--- src/rtl/pipe_decode_stage.sv ---
// Decode pipeline stage: one valid/ready register, bus-select decode, load-use scoreboard.
// Optional ILLEGAL_TRAP_EN makes the illegal flag sticky and stalls the stage until flush.
module pipe_decode_stage #(
  parameter int unsigned INSTR_W   = 8,
  parameter int unsigned SEL_W     = 4,
  parameter int unsigned ALU_SEL   = 8,
  parameter int unsigned IMM_SEL   = 5,
  parameter int unsigned HAZ_DEPTH = 2
) (
  input  logic               clk,
  input  logic               rst_n,
  input  logic               in_valid,
  output logic               in_ready,
  input  logic [INSTR_W-1:0] in_instr,
  input  logic               flush,
  output logic               out_valid,
  input  logic               out_ready,
  output logic [INSTR_W-1:0] out_instr,
  output logic [SEL_W-1:0]   MainAssert,
  output logic [SEL_W-1:0]   MainLoad,
  output logic               illegal
);

  logic               valid_q;
  logic [INSTR_W-1:0] instr_q;
  logic [7:0]         op;
  logic               is_mov;
  logic               dec_illegal;
  logic [SEL_W-1:0]   dec_assert;
  logic [SEL_W-1:0]   dec_load;
  logic [SEL_W-1:0]   retire_load;
  logic               hazard;
  logic               blocked;
  logic               accept;
  logic               retire;

  assign op     = instr_q[7:0];
  assign is_mov = (op[7:6] == 2'b01);

  // Priority decode of the held opcode into bus source/destination selects
  always_comb begin
    dec_assert  = '0;
    dec_load    = '0;
    dec_illegal = 1'b0;
    if (is_mov) begin
      dec_load   = SEL_W'(op[5:3]);
      dec_assert = SEL_W'(op[2:0]);
    end else if (op[7:4] inside {4'd1, 4'd2, 4'd9, 4'd10, 4'd11}) begin
      dec_assert = SEL_W'(ALU_SEL);
      dec_load   = SEL_W'({1'b0, op[3:2]} + 3'd1);
    end else if (op[7:3] == 5'b00001) begin
      dec_load   = SEL_W'(op[2:0]);
      dec_assert = SEL_W'(IMM_SEL);
    end else if (op[7:2] inside {6'd1, 6'd12, 6'd32, 6'd33, 6'd34}) begin
      dec_assert = SEL_W'(ALU_SEL);
      dec_load   = SEL_W'({1'b0, op[1:0]} + 3'd1);
    end else if (op != 8'h00) begin
      dec_illegal = 1'b1;
    end
  end

`ifdef ILLEGAL_TRAP_EN
  logic illegal_q;

  always_ff @(posedge clk or negedge rst_n) begin
    if (!rst_n) begin
      illegal_q <= 1'b0;
    end else if (flush) begin
      illegal_q <= 1'b0;
    end else if (valid_q && dec_illegal) begin
      illegal_q <= 1'b1;
    end
  end

  assign illegal = illegal_q | (valid_q & dec_illegal);
  assign blocked = illegal;
`else
  assign illegal = valid_q & dec_illegal;
  assign blocked = 1'b0;
`endif

  assign out_valid   = valid_q && !hazard && !blocked;
  assign in_ready    = rst_n && !flush && !blocked && (!valid_q || (out_ready && !hazard));
  assign accept      = in_valid && in_ready;
  assign retire      = out_valid && out_ready;
  assign MainAssert  = out_valid ? dec_assert : '0;
  assign MainLoad    = out_valid ? dec_load : '0;
  assign out_instr   = instr_q;
  assign retire_load = retire ? MainLoad : '0;

  // Pipeline register; flush wins over accept and retire
  always_ff @(posedge clk or negedge rst_n) begin
    if (!rst_n) begin
      valid_q <= 1'b0;
      instr_q <= '0;
    end else if (flush) begin
      valid_q <= 1'b0;
    end else if (accept) begin
      valid_q <= 1'b1;
      instr_q <= in_instr;
    end else if (retire) begin
      valid_q <= 1'b0;
    end
  end

  generate
    if (HAZ_DEPTH > 0) begin : g_sb
      logic [SEL_W-1:0] sb_q [HAZ_DEPTH];
      logic             hit;

      // Shift register of recently retired destinations, newest in entry 0
      always_ff @(posedge clk or negedge rst_n) begin
        if (!rst_n) begin
          for (int k = 0; k < int'(HAZ_DEPTH); k++) sb_q[k] <= '0;
        end else if (flush) begin
          for (int k = 0; k < int'(HAZ_DEPTH); k++) sb_q[k] <= '0;
        end else begin
          sb_q[0] <= retire_load;
          for (int k = 1; k < int'(HAZ_DEPTH); k++) sb_q[k] <= sb_q[k-1];
        end
      end

      always_comb begin
        hit = 1'b0;
        for (int k = 0; k < int'(HAZ_DEPTH); k++) begin
          if (sb_q[k] == SEL_W'(op[2:0])) hit = 1'b1;
        end
      end

      // A mov reading a register still in flight must wait for it to age out
      assign hazard = valid_q && is_mov && (op[2:0] != 3'd0) && hit;
    end else begin : g_no_sb
      assign hazard = 1'b0;
    end
  endgenerate

endmodule

--- config.mk ---
export PLATFORM = sky130hd
export DESIGN_NAME = pipe_decode_stage
export DESIGN_NICKNAME = d
export VERILOG_FILES = /design/src/rtl/pipe_decode_stage.sv
export SDC_FILE = /design/constraint.sdc
export NUM_CORES = 1
export LEC_CHECK = 0
export ABC_AREA = 1
export CAP_MARGIN = 0
export CORE_UTILIZATION = 50
export DETAILED_ROUTE_END_ITERATION = 16
export HOLD_SLACK_MARGIN = 0.12
export PLACE_DENSITY_LB_ADDON = 0.08
export RECOVER_POWER = 100
export SYNTH_ARGS = -nofsm -noshare
export SYNTH_HDL_FRONTEND = slang
export SYNTH_SLANG_ARGS = --single-unit
export TNS_END_PERCENT = 10
--- constraint.sdc ---
create_clock -name clk -period 2.7 [get_ports clk]
set_input_delay 0.54 -clock clk [delete_from_list [all_inputs] [get_ports clk]]
set_output_delay 0.54 -clock clk [all_outputs]
set_load 0.005 [all_outputs]
Yosys cells after proc, flatten, opt, wreduce, memory -nomap -nowiden
Cells that the tools add are included.

storage, ports and cells
  word-level logic and storage cells = 63
  output and inout port bits = 19
  input port bits = 13
  register bits after elaboration = 17

operators by class
  add/subtract/negate cells = 2
  muxes and demuxes = 22
  equality and inequality tests = 14
  reductions and logical operators = 19
  bitwise gates (word level) = 2

operators with widths
  operator             number
  $mux 4               8
  $eq 6x6->1 const B   3
  $eq 4x4->1 const B   3
  $mux 1               10
  $reduce_bool 5->1    2
  $logic_and 1x1->1    9
  $mux 3               3
  $eq 4x3->1           2
  $mux 8               1
  $reduce_bool 8->1    1
  $add 2x1->3 const B  2
  $eq 6x1->1 const B   1
  $eq 6x4->1 const B   1
  $reduce_bool 3->1    2
  $eq 5x1->1 const B   1
  $eq 4x1->1 const B   1
  $eq 4x2->1 const B   1
  $logic_not 1->1      3
  $eq 2x1->1 const B   1
  $reduce_and 2->1     1
  $and 1x1->1          1
  $logic_or 1x1->1     1
  $not 1->1            1

Longest topological paths before layout
Gate-level depths: netlist of run 1.

  depth in word-level cells = 11
  mapped depth = 12
  mapped depth without buffers = 12

Worst setup path before layout of run 1
Ideal clock, no wire load.

  kind = flip-flop to output port
  start point = reg instr_q[2] (netlist: out_instr[2])
  end point = out MainLoad[0]
  arrival time = 1.401 ns
  buffers on the path = 0
  path slack = 0.759 ns
  stages on the path, launching flop included = 13
  required time = 2.160 ns
  path through = dfrtp_1 > inv_2 > ha_1 > nor2_1 > nand2_1 > nand3_1 > nand3_2 > nand2_1 > nand2_1 > nand2_1 > nand2_1 > nand2_1 > inv_1

on the way
  longest elaborated chain between the ends = 7
  elaborated cells on any way between the ends = 21
  classes of those cells = add/sub: 1; eq/ne: 7; mux: 7; reduce/logical: 6

ends and longest elaborated chain
  item                                         RTL line  source
  start, declared                              25        logic [INSTR_W-1:0] instr_q;
  start signal, assigned                       100       instr_q <= in_instr;
  $eq 6x1->1, or another cell as far along     54        end else if (op[7:2] inside {6'd1, 6'd12, 6'd32, 6'd33, 6'd34}) begin
  $reduce_bool 5->1 or $mux 1 (tied branches)  54, 126
  $mux 3 or $mux 1 (tied branches)             54, 126
  $mux 3 or $logic_and 1x1->1 (tied branches)  51, 131
  $mux 3 or $logic_not 1->1 (tied branches)    48, 82
  $mux 4 or $logic_and 1x1->1 (tied branches)  45, 82
  $mux 4 (*)                                   87        assign MainLoad = out_valid ? dec_load : '0;
  end, declared                                20        output logic [SEL_W-1:0] MainLoad,

Every way passes the cells marked *; elsewhere a longest branch is shown, timed or not.

Worst setup path after layout of run 1
  start point = reg instr_q[2] (netlist: out_instr[2])
  end point = out MainLoad[2]

The elaborated chain is that of the path after synthesis.

==> qor.yml, run 1 <==
timing:
  setup_viol: 1
  fin_crit_ns: 2.70
  tightest_slew_ns: 0.770
  max_slew_margin: 0.487
  tns_ns: -0.00442
  slew_viol_final: 0
  timing.final.crit_share: 1.00
  fin_ws_ns: -0.00442
  timing.hold.ws_ns: 0.519
  fmax_mhz: 370
  finClkSkew_ns: 0.00240
  rsz0062_at_grt: "true"
  hold_viol: 0
cells_and_area:
  drive_gt1_frac: 0.186
  final_common_cell: "nand2_1"
  layout.nets: 214
  n_fill_cell: 147
  num_antenna_cells: 0
  final_cell_mix: "46 x nand2_1, 25 x clkdlybuf4s50_1, 18 x inv_1"
  fin_util: 0.764
  final-instance-count-excl-fill: 221
  final_area_um2: 1510
  area.sequential_um2: 378
  multiInputGateArea_um2: 607
  area.growth.synth_to_final_pct: 42.2
clock_tree:
  cts_buffer_depth: 2
  cts-root-buf: "clkbuf_4"
  ctsHoldBuffers: 0
  clk_pin_slew_ns: 0.09
  clkLatencyLatePin_ns: 0.28
  htreeDepth: 1
  cts_sinks: 15
  cts_made_buffers: 3
  cts_tree: "built"
floorplan:
  die_w_um: 48.1
  start_util: 0.537
  die_y_um: 48.1
  core_um2: 1980
  io-pin-count: 32
  rows: 16
  die_area_um2: 2320
drt:
  drcViolationCount: 0
  avgViaCountPerCell: 5.05
  ant_nets: 0
  vias: 1116
  firstDrtPassIters: 4
  totalWireLength_um: 2600
  wl_per_cell_um: 11.8
  dr.first_iter.drc_count: 24
synth:
  ys_types: 24
  syn_area_um2: 1060
  syn_avg_cell_area_um2: 7.01
  syn-instance-count: 152
  yosys_warnings: 0
  yosysSeqAreaShare: 0.353
  ys_seq_elements: 15
  synth_nets: 171
placement:
  port_buffers: 30
  gp_congestion: 0.949
  place_area_um2: 1420
  hpwl_um: 2030
  placed_cells: 212
worst_hold_path:
  hold_path_class: "flip-flop to flip-flop"
global_route:
  track_usage: 0.264
  grt_pass1_vias: 1021
  antenna_found_initial: 0
  grt_pass1_wl_um: 4160
  grt_max_degree: 16
  overflow: 0
power_and_ir_drop:
  ir_worst_vdd_mv: 0.408
  p_leak_uw: 0.000815
  p_per_area_nw_per_um2: 491
setup_path:
  r2r_slack_ns: 1.10
  endpoint_kind: "primary output"
  crit_required_ns: 2.16
  cp.arrival_ns: 2.16
  startpoint_type: "flip-flop"
  cpPeakStageDelay_ns: 0.49
  path_max_fanout: 5
  crit_chain: "inv_2 -> ha_2 -> nor2_1 -> nand2_1 -> nand3_1 -> nand3_2 -> nand3_1 -> nand3b_1 -> nand3_2 -> inv_1 -> clkdlybuf4s50_1"
  crit_type: "flip-flop to primary output"
  slowest_stage: "clkdlybuf4s50_1"
outcome:
  outcome: "finished with violations"
  failed_checks: "negative setup slack"
run:
  drv_cap: 0
[worst paths after layout]
kind                                   start      endpoint  cells after the start
worst max-delay path            out_instr[2]   MainLoad[2]                     11
worst min-delay path            g_sb.sb_q[5]  g_sb.sb_q[1]                      2
worst max register to register  out_instr[7]       valid_q                     10
worst min register to register  g_sb.sb_q[5]  g_sb.sb_q[1]                      2
max in group asynchronous              rst_n  out_instr[4]                      2
min in group asynchronous              rst_n  out_instr[6]                      2
[where the power goes]
part	switching, µW	leakage [µW]	internal (µW)
Sequential	32.2	0.000194	249
Combinational	170	0.000605	164
Clock	70.6	0.0000150	57.4
[cell families (layout without fill, tap and decap cells)]
logic type | Yosys count | in the layout | share of synthesized area
simple gates | 91 | 91 | 0.403
buf+inv | 26 | 68 | 0.0964
flops | 15 | 15 | 0.353
compound gates | 11 | 11 | 0.0576
fa+ha+maj | 6 | 6 | 0.0705
xor+xnor | 2 | 2 | 0.0165
other cells | 1 | 1 | 0.00352
[flip-flops by register name, summed over array words and instances, names as in the netlist]
| register | cells |
|---|---|
| out_instr | 8 |
| valid_q | 1 |
| g_sb.sb_q | 6 |
[synth_stat cells (all sizes together)]
master	number	area share
nor2	13	0.048
clkbuf	1	0.0047
nand2	51	0.19
nand3	12	0.073
dfrtp	15	0.35
buf	1	0.0071
nor3	2	0.0094
or2	2	0.012
ha	6	0.071
a21boi	1	0.0071
nand3b	2	0.014
nand4	9	0.053
conb	1	0.0035
a21oi	5	0.023
xnor2	2	0.016
inv	24	0.085
o21ai	5	0.027
[metal layers]
metal  global-route usage  wire length [µm]
met1                0.333              1130
met2                0.451              1300
met3               0.0370               103
met4                0.111                70
met5                    0                 0
[per-stage QoR]
step	power (µW)	setup WS, ns
after floorplan	446	0.759
after global placement	581	0.208
after detailed placement	586	0.184
after CTS	737	-0.00378
after global routing	805	-0.170
final	743	-0.00442
[critical path, delay by kind of cell (launching register included)]
kind | cells | cell delay, ns
DFF | 1 | 0.43
and+or+nand+nor | 7 | 0.59
buffers and inverters | 3 | 0.67
adders and majority gates | 1 | 0.20
[area by class of cell]
type | instances | area share
flip-flops and latches | 15 | 0.250
well taps | 27 | 0.0223
repair buffers | 40 | 0.250
clock buffers | 4 | 0.0174
multi-input cells | 111 | 0.401
inverters | 24 | 0.0595
[timing repair]
| item | 4_1_cts | 5_1_grt |
|---|---|---|
| setup buffers | 3 | 2 |
| hold endpoints to repair | 0 | 0 |
| setup endpoints to repair | 5 | 9 |
| resized for setup | 11 | 5 |
| pin swaps | 1 | 0 |
(Power assumes the default switching activity.)
==> run 2: changes to the inputs <==
--- a/config.mk
+++ b/config.mk
@@ -12,6 +12,7 @@
 export HOLD_SLACK_MARGIN = 0.12
 export PLACE_DENSITY_LB_ADDON = 0.08
 export RECOVER_POWER = 100
+export SLEW_MARGIN = 25
 export SYNTH_ARGS = -nofsm -noshare
 export SYNTH_HDL_FRONTEND = slang
 export SYNTH_SLANG_ARGS = --single-unit
==> results of run 2 <==
No change in the layout: final DEF, timing and power equal those of run 1.
